File: src/rtl/des_iter_core.sv
// rtl/des_iter_core.sv - iterative DES engine, one round per clock (two with DES_ROUND2_EN)
//
// Purpose : Runs a 64-bit block through 16 DES rounds on a shared round datapath.
//           On start in IDLE, it loads IP(din), PC-1(key), the round counter and the
//           direction. It then runs the rounds and registers FP(R16||L16) into dout
//           together with a one-cycle done pulse.
// Macro   : DES_ROUND2_EN - when defined, two rounds are chained per clock.
//           Results are identical in both builds; only the latency changes.
// Ports   : clk      rising-edge clock
//           rst      synchronous active-high reset
//           start    begin an operation (accepted only in IDLE)
//           decrypt  0 = encrypt, 1 = decrypt (sampled with start)
//           key      64-bit key, bit 1 = MSB (sampled with start)
//           din      64-bit input block, bit 1 = MSB (sampled with start)
//           busy     high while rounds execute
//           done     one-cycle pulse, dout valid in the same cycle
//           dout     result register, held until the next done
module des_iter_core (
   input  logic        clk,
   input  logic        rst,
   input  logic        start,
   input  logic        decrypt,
   input  logic [64:1] key,
   input  logic [64:1] din,
   output logic        busy,
   output logic        done,
   output logic [64:1] dout
);

`ifdef DES_ROUND2_EN
   localparam logic [4:0] RND_STEP = 5'd2;
   localparam logic [4:0] RND_LAST = 5'd15;
`else
   localparam logic [4:0] RND_STEP = 5'd1;
   localparam logic [4:0] RND_LAST = 5'd16;
`endif

   // Permutation tables list the 1-based source bit for each output bit, MSB first.
   localparam int IP_T [64] = '{58,50,42,34,26,18,10,2, 60,52,44,36,28,20,12,4,
                                62,54,46,38,30,22,14,6, 64,56,48,40,32,24,16,8,
                                57,49,41,33,25,17,9,1,  59,51,43,35,27,19,11,3,
                                61,53,45,37,29,21,13,5, 63,55,47,39,31,23,15,7};
   localparam int FP_T [64] = '{40,8,48,16,56,24,64,32, 39,7,47,15,55,23,63,31,
                                38,6,46,14,54,22,62,30, 37,5,45,13,53,21,61,29,
                                36,4,44,12,52,20,60,28, 35,3,43,11,51,19,59,27,
                                34,2,42,10,50,18,58,26, 33,1,41,9,49,17,57,25};
   localparam int E_T [48]  = '{32,1,2,3,4,5, 4,5,6,7,8,9, 8,9,10,11,12,13,
                                12,13,14,15,16,17, 16,17,18,19,20,21,
                                20,21,22,23,24,25, 24,25,26,27,28,29, 28,29,30,31,32,1};
   localparam int P_T [32]  = '{16,7,20,21,29,12,28,17, 1,15,23,26,5,18,31,10,
                                2,8,24,14,32,27,3,9,    19,13,30,6,22,11,4,25};
   localparam int PC1_T [56] = '{57,49,41,33,25,17,9, 1,58,50,42,34,26,18,
                                 10,2,59,51,43,35,27, 19,11,3,60,52,44,36,
                                 63,55,47,39,31,23,15, 7,62,54,46,38,30,22,
                                 14,6,61,53,45,37,29, 21,13,5,28,20,12,4};
   localparam int PC2_T [48] = '{14,17,11,24,1,5, 3,28,15,6,21,10, 23,19,12,4,26,8,
                                 16,7,27,20,13,2, 41,52,31,37,47,55, 30,40,51,45,33,48,
                                 44,49,39,56,34,53, 46,42,50,36,29,32};

   // S-box contents des_s1..des_s8: 64 nibbles each, row-major (row 0 col 0 in the top nibble).
   localparam logic [255:0] S_T [8] = '{
      256'hE4D12FB83A6C5907_0F74E2D1A6CB9538_41E8D62BFC973A50_FC8249175B3EA06D,
      256'hF18E6B34972DC05A_3D47F28EC01A69B5_0E7BA4D158C6932F_D8A13F42B67C05E9,
      256'hA09E63F51DC7B428_D70934A6285ECBF1_D6498F30B12C5AE7_1AD069874FE3B52C,
      256'h7DE3069A1285BC4F_D8B56F03472C1AE9_A690CB7DF13E5284_3F06A1D8945BC72E,
      256'h2C417AB6853FD0E9_EB2C47D150FA3986_421BAD78F9C5630E_B8C71E2D6F09A453,
      256'hC1AF92680D34E75B_AF427C9561DE0B38_9EF528C3704A1DB6_432C95FABE17608D,
      256'h4B2EF08D3C975A61_D0B7491AE35C2F86_14BDC37EAF680592_6BD814A7950FE23C,
      256'hD2846FB1A93E50C7_1FD8A374C56B0E92_7B419CE206ADF358_21E74A8DFC90356B};

   function automatic logic [63:0] perm_ip(input logic [63:0] x);
      logic [63:0] y;
      y = '0;
      for (int k = 0; k < 64; k++) y[6'(63 - k)] = x[6'(64 - IP_T[k])];
      return y;
   endfunction

   function automatic logic [63:0] perm_fp(input logic [63:0] x);
      logic [63:0] y;
      y = '0;
      for (int k = 0; k < 64; k++) y[6'(63 - k)] = x[6'(64 - FP_T[k])];
      return y;
   endfunction

   function automatic logic [47:0] perm_e(input logic [31:0] x);
      logic [47:0] y;
      y = '0;
      for (int k = 0; k < 48; k++) y[6'(47 - k)] = x[5'(32 - E_T[k])];
      return y;
   endfunction

   function automatic logic [31:0] perm_p(input logic [31:0] x);
      logic [31:0] y;
      y = '0;
      for (int k = 0; k < 32; k++) y[5'(31 - k)] = x[5'(32 - P_T[k])];
      return y;
   endfunction

   function automatic logic [55:0] perm_pc1(input logic [63:0] x);
      logic [55:0] y;
      y = '0;
      for (int k = 0; k < 56; k++) y[6'(55 - k)] = x[6'(64 - PC1_T[k])];
      return y;
   endfunction

   function automatic logic [47:0] perm_pc2(input logic [55:0] x);
      logic [47:0] y;
      y = '0;
      for (int k = 0; k < 48; k++) y[6'(47 - k)] = x[6'(56 - PC2_T[k])];
      return y;
   endfunction

   // b[5] is in[6] (lowest-numbered DES bit); outer bits select the row, inner four the column.
   function automatic logic [3:0] sbox(input logic [255:0] t, input logic [5:0] b);
      logic [5:0] idx;
      idx = {b[5], b[0], b[4:1]};
      return t[8'(255 - 4 * int'(idx)) -: 4];
   endfunction

   function automatic logic [31:0] f_fn(input logic [31:0] rh, input logic [47:0] k);
      logic [47:0] x;
      logic [31:0] s;
      x = perm_e(rh) ^ k;
      s = '0;
      for (int j = 0; j < 8; j++) s[5'(31 - 4 * j) -: 4] = sbox(S_T[j], x[6'(47 - 6 * j) -: 6]);
      return perm_p(s);
   endfunction

   // Encrypt rotates left before PC-2. Decrypt rotates right by the shift of the mirrored
   // encrypt round (none in round 1), so the 16 subkeys are visited in reverse order.
   function automatic logic [27:0] rot28(input logic [27:0] v, input logic dec, input logic [4:0] i);
      logic one;
      one = (i == 5'd1) || (i == 5'd2) || (i == 5'd9) || (i == 5'd16);
      if (!dec)
         return one ? {v[26:0], v[27]} : {v[25:0], v[27:26]};
      else if (i == 5'd1)
         return v;
      else
         return one ? {v[0], v[27:1]} : {v[1:0], v[27:2]};
   endfunction

   typedef enum logic [1:0] {IDLE, RUN, FIN} state_t;

   state_t      state;
   logic [31:0] l, r;
   logic [27:0] c, d;
   logic [4:0]  rnd;
   logic        dir;

   logic [27:0] c1, d1, nc, nd;
   logic [47:0] k1;
   logic [31:0] l1, r1, nl, nr;
`ifdef DES_ROUND2_EN
   logic [27:0] c2, d2;
   logic [47:0] k2;
`endif

   always_comb begin
      c1 = rot28(c, dir, rnd);
      d1 = rot28(d, dir, rnd);
      k1 = perm_pc2({c1, d1});
      l1 = r;
      r1 = l ^ f_fn(r, k1);
`ifdef DES_ROUND2_EN
      c2 = rot28(c1, dir, rnd + 5'd1);
      d2 = rot28(d1, dir, rnd + 5'd1);
      k2 = perm_pc2({c2, d2});
      nl = r1;
      nr = l1 ^ f_fn(r1, k2);
      nc = c2;
      nd = d2;
`else
      nl = l1;
      nr = r1;
      nc = c1;
      nd = d1;
`endif
   end

   always_ff @(posedge clk) begin
      if (rst) begin
         state <= IDLE;
         l     <= '0;
         r     <= '0;
         c     <= '0;
         d     <= '0;
         rnd   <= '0;
         dir   <= 1'b0;
         busy  <= 1'b0;
         done  <= 1'b0;
         dout  <= '0;
      end else begin
         done <= 1'b0;
         case (state)
            IDLE: begin
               if (start) begin
                  {l, r} <= perm_ip(din);
                  {c, d} <= perm_pc1(key);
                  rnd    <= 5'd1;
                  dir    <= decrypt;
                  busy   <= 1'b1;
                  state  <= RUN;
               end
            end
            RUN: begin
               if (rnd > 5'd16) begin
                  // unreachable counter value: abandon the operation
                  rnd   <= '0;
                  busy  <= 1'b0;
                  state <= IDLE;
               end else begin
                  l <= nl;
                  r <= nr;
                  c <= nc;
                  d <= nd;
                  if (rnd == RND_LAST) begin
                     // result is formed from the final round output so it is visible in FIN
                     dout  <= perm_fp({nr, nl});
                     done  <= 1'b1;
                     busy  <= 1'b0;
                     state <= FIN;
                  end else begin
                     rnd <= rnd + RND_STEP;
                  end
               end
            end
            FIN: begin
               state <= IDLE;
            end
            default: begin
               busy  <= 1'b0;
               state <= IDLE;
            end
         endcase
      end
   end

endmodule

File: config.mk
export PLATFORM = sky130hd
export DESIGN_NAME = des_iter_core
export DESIGN_NICKNAME = d
export VERILOG_FILES = /design/src/rtl/des_iter_core.sv
export SDC_FILE = /design/constraint.sdc
export NUM_CORES = 1
export LEC_CHECK = 0
export CORE_ASPECT_RATIO = 0.8
export CORE_MARGIN = 2
export CORE_UTILIZATION = 40
export CTS_CLUSTER_DIAMETER = 40
export DETAILED_ROUTE_END_ITERATION = 16
export HOLD_SLACK_MARGIN = 0.15
export PLACE_DENSITY = 0.72
export RECOVER_POWER = 50
export SYNTH_ARGS = -nofsm -noshare
export SYNTH_HDL_FRONTEND = slang
export SYNTH_SLANG_ARGS = --single-unit
File: constraint.sdc
create_clock -name clk -period 3.15 [get_ports clk]
set_input_delay 0.63 -clock clk [delete_from_list [all_inputs] [get_ports clk]]
set_output_delay 0.63 -clock clk [all_outputs]
set_load 0.01 [all_outputs]
==> results.md, run 1 <==
- Outcome: finished with violations
- Failing checks: setup timing
- Post-synth ARST share: 0%
- TritonCTS buffer count: 9
- CP arrival: ~3.4 ns
- Overall power: 3.26 mW
- Most frequent CP cell: buf_4
- Final Cycle Share: 100%
- RD Place Congestion: approximately 0.9
- Starting Density: between 40% and 50%
- Clk pwr share: 32.9%
- CP max stage delay: ~0.38 ns
- Via-to-Cell Ratio: between 5 and 6
- Antenna cells: 0
- Worst setup EP type: flop
- Synth Area per Inst: around 7.5 um^2
- Crit path cell chain: ha_1 -> buf_4 -> nor3b_4 -> buf_4 -> a2111oi_4 -> a31oi_4 -> and2_4 -> xnor2_2 -> maj3_2 -> a222oi_1 -> nand4_1 -> xnor2_1 -> a22o_1
- Synth Warn #: 0
- Final Util: 52.2%
- Post-synth EDFFs: 0
- DRT Pass-1 Iters: 6
- Die area: ~0.015 mm^2
- Row cnt: 38
- DP HPWL: between 10,000 and 15,000 um
- Synth-to-Final Area Change: 27.3%
- Register Area: 0.00177 mm^2
- Vias in the first global route: slightly above 5,000
- Comb power frac: between 20% and 30%
- Net Sw Frac: 34.4%
- I/O pin count: 198
- Hold Crit Class: flop to flop
- WP buf/inv: 2
- Final ANT Viol Nets: 0
- Main flop type after synthesis: dfxtp_1
- Clock sink count: 88
- Die height: approximately 110 um
- Final Hold Viols: 0
- DRC: 0
- Mapped Cells: 739
- Pin count of the biggest net entering global routing: 43
- Port bufs: a little under 50
- Lkg Pwr: 2.70 nW
- Critical path class: flop to flop
- Pre-CTS setup slack: -0.109 ns
- Synth Cell Area: ~0.0056 mm^2
- Sequential share of power: between 30% and 40%
- Fmax achieved: approximately 320 MHz
- Via Count: 5,553
- Finish-stage setup viols: 1
- H-tree depth: 3
- Post-Route WL: roughly 17,000 um
- Max Root-Sink Buffers: 2
- FILL cells: ~1,300
- CP delay by family, top: compound AO/OA/AOI/OAI gates
- Slew HR: about 46%
- Crit path required time: ~3.4 ns
- Final setup skew: 0.00634 ns
- Sequential cell area fraction in the yosys report: a little under a third
- DR WL/cell: approximately 16 um
- Post-synthesis cell type count: between 70 and 80
- Fin worst setup slack: -0.00954 ns
- DRT iter0 DRCs: roughly 630
- Max IR drop VDD: 0.000273 V
- Nets: just under 1,000
- NetSw: 1.12 mW
- Yosys reg bits: 88
- Max-slew violations: 0
- Worst Max-Slew Pin Slew: ~0.81 ns
- Internal power: ~2.1 mW
- Share of cells above drive strength 1: between 10% and 20%
- Antenna violations before repair: 0
- Flop-to-flop setup slack: -0.01 ns
- Max cap viols: 0
- Clock-pin slew of the registers on the worst-case setup and hold paths: approximately 0.07 ns
- First-pass GRT wire length: 25,200 um
- RSZ-0062 raised after global routing: true
- Gr ovfl total: 0
- Core box area: ~0.014 mm^2
- Area of the multi-input gates: 0.00361 mm^2
- Worst setup SP type: flop
- Slowest cell on the critical path: a2111oi_4
- Die W: ~140 um
- Crit path max fanout: 5
- CTS Hold Bufs: 0
- Final Critical Period: about 3.2 ns
- Total Routing Usage GR: around a fifth
- Clock root cell: clkbuf_16
- Worst skew pair latency: between 0.3 and 0.4 ns
- CTS tree: yes
- Pwr dens: roughly 460 mW/mm^2
-- per-layer routing --
metal  global-route usage [%]  vias to the layer above  share of wire, %
met1                     28.6                     2572                44
met2                     34.2                      250                45
li1                         -                     2699                 -
met3                     5.12                       32               8.7
met5                        0                        -                 0
met4                     5.43                        0               2.0
-- sequential cells by signal, summed over array words and instances (netlist names) --
register,cells
dout,16
done,1
l,14
state,2
dir,1
l1,20
busy,1
d,28
rnd,5
-- worst paths after layout --
| path | start | depth (start not counted) | to |
|---|---|---|---|
| min reg2reg | dout[28]$_SDFFE_PP0P_ | 2 | dout[28]$_SDFFE_PP0P_ |
| min | dout[28]$_SDFFE_PP0P_ | 2 | dout[28]$_SDFFE_PP0P_ |
| max reg2reg | rnd[0]$_SDFFE_PP0P_ | 13 | l1[3]$_SDFFE_PP0P_ |
| max | rnd[0]$_SDFFE_PP0P_ | 13 | l1[3]$_SDFFE_PP0P_ |
-- Yosys cell counts, types with 8 or more instances --
| cell | instances | area, um^2 |
|---|---|---|
| xnor2_1 | 10 | 87.6 |
| nand3_1 | 46 | 230 |
| inv_1 | 10 | 37.5 |
| mux2i_1 | 16 | 160 |
| clkbuf_1 | 40 | 150 |
| a21oi_1 | 78 | 390 |
| buf_4 | 48 | 360 |
| o211ai_1 | 9 | 67.6 |
| o21ai_0 | 17 | 85.1 |
| nand2_1 | 145 | 544 |
| a31oi_1 | 9 | 56.3 |
| a311oi_1 | 18 | 158 |
| dfxtp_1 | 88 | 1760 |
| nor2_1 | 63 | 236 |
| xor2_1 | 8 | 70.1 |
| a211oi_1 | 12 | 90.1 |
-- cells in the final DEF, fill, tap and decap left out, types with 9 or more instances in the layout --
| cell type | instances |
|---|---|
| nor2_1 | 62 |
| conb_1 | 48 |
| a21oi_1 | 77 |
| nand2_1 | 145 |
| dfxtp_1 | 86 |
| o211ai_1 | 9 |
| inv_1 | 9 |
| xnor2_1 | 9 |
| a311oi_1 | 17 |
| clkbuf_16 | 9 |
| clkdlybuf4s50_1 | 29 |
| dlygate4sd3_1 | 19 |
| mux2i_1 | 12 |
| nand3_1 | 46 |
| buf_4 | 77 |
| o21ai_0 | 16 |
-- power groups by stage --
| stage | Sequential, mW | Clock, mW | Combinational (mW) |
|---|---|---|---|
| after floorplan | 1.23 | 0 | 0.599 |
| after global placement | 1.25 | 0 | 0.819 |
| after detailed placement | 1.26 | 0 | 0.831 |
| after CTS | 1.23 | 1.08 | 0.858 |
| after global routing | 1.25 | 1.12 | 1.02 |
| final | 1.24 | 1.07 | 0.945 |
-- layout make-up --
class	count	share of cell area (%)
clock inverter	7	0.867
sequential	88	25.0
clock buffer	9	3.18
timing repair buffer	134	16.1
inverter	10	0.566
tap	180	3.18
multi-input combinational	587	51.1
-- metrics by stage --
stage	cells	hold WS [ns]	setup TNS (ns)	cell area [um^2]
after global routing	1015	0.479	-0.406	7070
after global placement	983	0.448	-0.224	6380
after floorplan	786	0.432	0	5730
after CTS	1004	0.462	-0.0183	6780
after detailed placement	983	0.446	-0.391	6380
final	1015	0.453	-0.00954	7070
-- cell families after synthesis --
| kind of cell | count (synthesis) | share of synthesized area (%) |
|---|---|---|
| muxes | 19 | 3.56 |
| buffers and inverters | 114 | 11.8 |
| DFF | 88 | 31.7 |
| other | 1 | 0.0675 |
| xor gates and xnor gates | 22 | 4.21 |
| AOI/OAI and AO/OA | 193 | 23.6 |
| adders and majority gates | 7 | 1.46 |
| and+or+nand+nor | 295 | 23.6 |
-- tightest hold or removal path, stage by stage, from the launching register on --
cell and delay, ns:
dfxtp_1 0.31, nand2_1 0.05, a21oi_1 0.05
-- what timing repair did --
| action | 4_1_cts | 5_1_grt |
|---|---|---|
| setup endpoints to repair | 6 | 6 |
| gates resized for setup | 17 | 38 |
| buffers inserted | 4 | 10 |
| gates cloned | 1 | 2 |
| pin swaps | 6 | 13 |
No activity file was read; power rests on OpenSTA's default activity.
==> run 2: changes to the inputs <==
Settings changed: ABC_AREA set to 1, CORE_UTILIZATION 40 to 41, PLACE_DENSITY 0.72 to 0.74.
==> run 2 against run 1 <==
The flow now finishes without violations. Cell count up 7.5%. Register-to-register slack improved by 0.40 ns. Power increased by 28%. Clock-buffer cell count rose by 1. Sequential cell count did not move. Non-clock buffer count decreased by 69. Synthesized area increased by 0.27%. Design area decreased by 11%. Die area shrank 2.1%. Critical endpoint is now l1[11]$_SDFFE_PP0P_. Largest power group is now combinational logic. Highest routed layer unchanged.
==> results.md, run 2 <==
- Outcome: finished, final reports clean
- Hold slack final: 0.460 ns
- Row cnt: 38
- Clock sink count: 88
- Worst Hold End: d[21]$_SDFFE_PP0P_
- Flop-to-flop setup slack: approximately 0.39 ns
- Yosys reg bits: 88
- Placed insts: 1,075
- TritonCTS buffer count: 9
- Final Cycle Share: between 80 and 90%
- Post-Route WL: 15,000 um
- Most common cell after layout, fill and taps aside: nand2_1
- Synth Area per Inst: 6.40 um^2
- DP HPWL: approximately 11,000 um
- Yosys top cell area share: about a third
- Fmax achieved: between 300 and 400 MHz
- Total Routing Usage GR: 21.7%
- Max Root-Sink Buffers: 2
- Max reg flops: 28
- Lkg Pwr: about 2.8 nW
- Synth top area cells: dfxtp_1, nand2_1, nand3_1
- Post-synth EDFFs: 0
- CTS Hold Bufs: 0
- RD Place Congestion: approximately 0.96
- Die W: 134 um
- Pin count of the biggest net entering global routing: 45
- Mux cell area share after synthesis: 0%
- DRT Pass-1 Iters: 5
- FILL cells: ~1,400
- CP arrival: about 3.0 ns
- R2R Path End: l1[11]$_SDFFE_PP0P_
- Post-synth ARST share: 0%
- Worst Max-Slew Pin Slew: about 0.73 ns
- Slew HR: around half
- Via-to-Cell Ratio: between 5 and 6
- Post-synthesis cell type count: 38
- Synth Cell Area: around 0.0056 mm^2
- CTS tree: yes
- Final Hold Viols: 0
- Share of cells above drive strength 1: 7.14%
- Nets: approximately 1,000
- Finish-stage setup viols: 0
- Vias in the first global route: ~5,000
- DRC: 0
- Worst skew pair latency: approximately 0.35 ns
- Synth cell count leaders: nand2_1, dfxtp_1, nand3_1, inv_1, a21oi_1
- Max IR drop VDD: 0.000296 V
- Crit path required time: about 3.4 ns
- Final Critical Period: ~2.8 ns
- Antenna violations before repair: 0
- Core box area: 0.0134 mm^2
- Port bufs: around 50
- Largest family of logic cells by synthesized area: simple AND/OR/NAND/NOR gates
- Clock root cell: clkbuf_16
- Synth Warn #: 0
- Max-slew violations: 0
- DR WL/cell: between 10 and 15 um
- Final ANT Viol Nets: 0
- Mapped Cells: 870
- Worst setup EP type: flop
- Setup TNS: 0 ns
- I/O pin count: around 200
- Via Count: between 5,000 and 6,000
- Biggest register: d
- Adder-cell area share of the yosys netlist: less than 1%
- Starting Density: between 40% and 50%
- Final setup skew: between 0.009 and 0.01 ns
- Worst setup SP type: flop
- Non-Filler Instances: approximately 1,100
- Antenna cells: 0
- Clock-pin slew of the registers on the worst-case setup and hold paths: 0.07 ns
- Gr ovfl total: 0
- Sequential cell area fraction in the yosys report: 31.6%
- Reg-to-Reg Start: rnd[0]$_SDFFE_PP0P_
- Pwr dens: around 660 mW/mm^2
- H-tree depth: 3
- Compound-Gate Fraction of Synth Area: between 10% and 20%
- Hold Crit Class: flop to flop
- Count leader, synth: nand2_1
- Die area: 0.0145 mm^2
- RSZ-0062 raised after global routing: false
- Crit path max fanout: 24
- Commonest non-fill, non-tap cells in the layout: nand2_1, dfxtp_1, nand3_1
- Xor/xnor cell area share of the yosys netlist: ~1.1%
- First-pass GRT wire length: between 20,000 and 30,000 um
- Synth-to-Final Area Change: 13.1%
- Simple-gate share of the synthesized area: 32.9%
- Max cap viols: 0
- Die height: around 110 um
- Reg2reg path depth: 20
- Main flop type after synthesis: dfxtp_1
- Worst hold path depth: 2
- Hold Crit Start: d[21]$_SDFFE_PP0P_
- Post-synth top area cell: dfxtp_1
- Critical path class: flop to flop
- DRT iter0 DRCs: around 470
-- run 2: cell types whose count changed after synthesis, sizes merged, moves of 9 or more --
cell / delta
nand3: +45
nor2: -22
nand2: +130
o21ai: +52
xnor2: -10
o221ai: -9
a311oi: -18
mux2i: -16
clkbuf: -14
inv: +75
a211oi: -13
-- run 2: final cells by class --
cell class	instances	area [um^2]	area share [%]
Multi-Input combinational cell	656	3090	49.0
Timing Repair Buffer	65	599	9.51
Inverter	86	325	5.16
Tap cell	180	225	3.57
Clock inverter	6	72.6	1.15
Clock buffer	10	229	3.63
Sequential cell	88	1760	28.0
-- run 2: kinds of logic (layout without fill, tap and decap cells) --
| family | count (synthesis) | count (layout) |
|---|---|---|
| AOI/OAI and AO/OA | 177 | 177 |
| adders and majority gates | 4 | 4 |
| DFF | 88 | 88 |
| and+or+nand+nor | 422 | 422 |
| buffers and inverters | 173 | 167 |
| other | 1 | 48 |
| xor gates and xnor gates | 5 | 5 |
-- run 2: how the worst max path moves through the flow --
stage,from,to
after floorplan,rnd[1]$_SDFFE_PP0P_,l1[10]$_SDFFE_PP0P_
after global placement,rnd[1]$_SDFFE_PP0P_,l1[0]$_SDFFE_PP0P_
after detailed placement,rnd[0]$_SDFFE_PP0P_,l1[10]$_SDFFE_PP0P_
after CTS,rnd[1]$_SDFFE_PP0P_,l1[10]$_SDFFE_PP0P_
after global routing,rnd[0]$_SDFFE_PP0P_,l1[0]$_SDFFE_PP0P_
final,rnd[0]$_SDFFE_PP0P_,l1[11]$_SDFFE_PP0P_
-- run 2: power by group --
| part | internal, mW | total (mW) | switching [mW] | leakage [nW] |
|---|---|---|---|---|
| Clock | 0.627 | 1.12 | 0.490 | 0.144 |
| Combinational | 0.541 | 1.72 | 1.18 | 1.98 |
| Sequential | 1.23 | 1.32 | 0.0927 | 0.718 |
| Total | 2.40 | 4.16 | 1.76 | 2.84 |
-- run 2: what timing repair did --
item | in CTS | in global routing
endpoints found under the setup margin | 0 | 3
resized for setup | 0 | 4
buffers inserted | 0 | 0
-- run 2: through the flow --
stage / setup slack, ns / utilization [%] / total power, mW / area, um^2
after floorplan: 0.899 / - / 2.68 / 5750
after global placement: 0.357 / 44.8 / 3.01 / 6000
after global routing: 0.0370 / 47.0 / 4.48 / 6300
after CTS: 0.334 / 47.0 / 4.15 / 6310
final: 0.389 / 47.0 / 4.16 / 6300
after detailed placement: 0.350 / 44.8 / 3.03 / 6000
-- run 2: metal layers --
metal	GRT usage [%]	vias to the layer above	part of all wire [%]
met5	0	-	0
met4	5.64	0	1.3
met3	4.36	17	8.5
met2	32.4	219	42
met1	31.7	2466	48
li1	-	2810	-
-- run 2: worst max-delay path, stage by stage (launching register included) --
cell and delay [ns]:
dfxtp_1 0.40, inv_1 0.12, ha_1 0.21, inv_1 0.05, nand2_1 0.06, nand3_2 0.12, nand3_4 0.10, inv_4 0.22
buf_4 0.18, nand2_1 0.08, nand3_2 0.07, o21ai_2 0.12, xnor2_1 0.29, nand3_1 0.11, nand2_1 0.09, nand2_1 0.05
nand2_1 0.08, nand2_1 0.05, nand2_1 0.05, nand3_1 0.07, a21oi_1 0.15
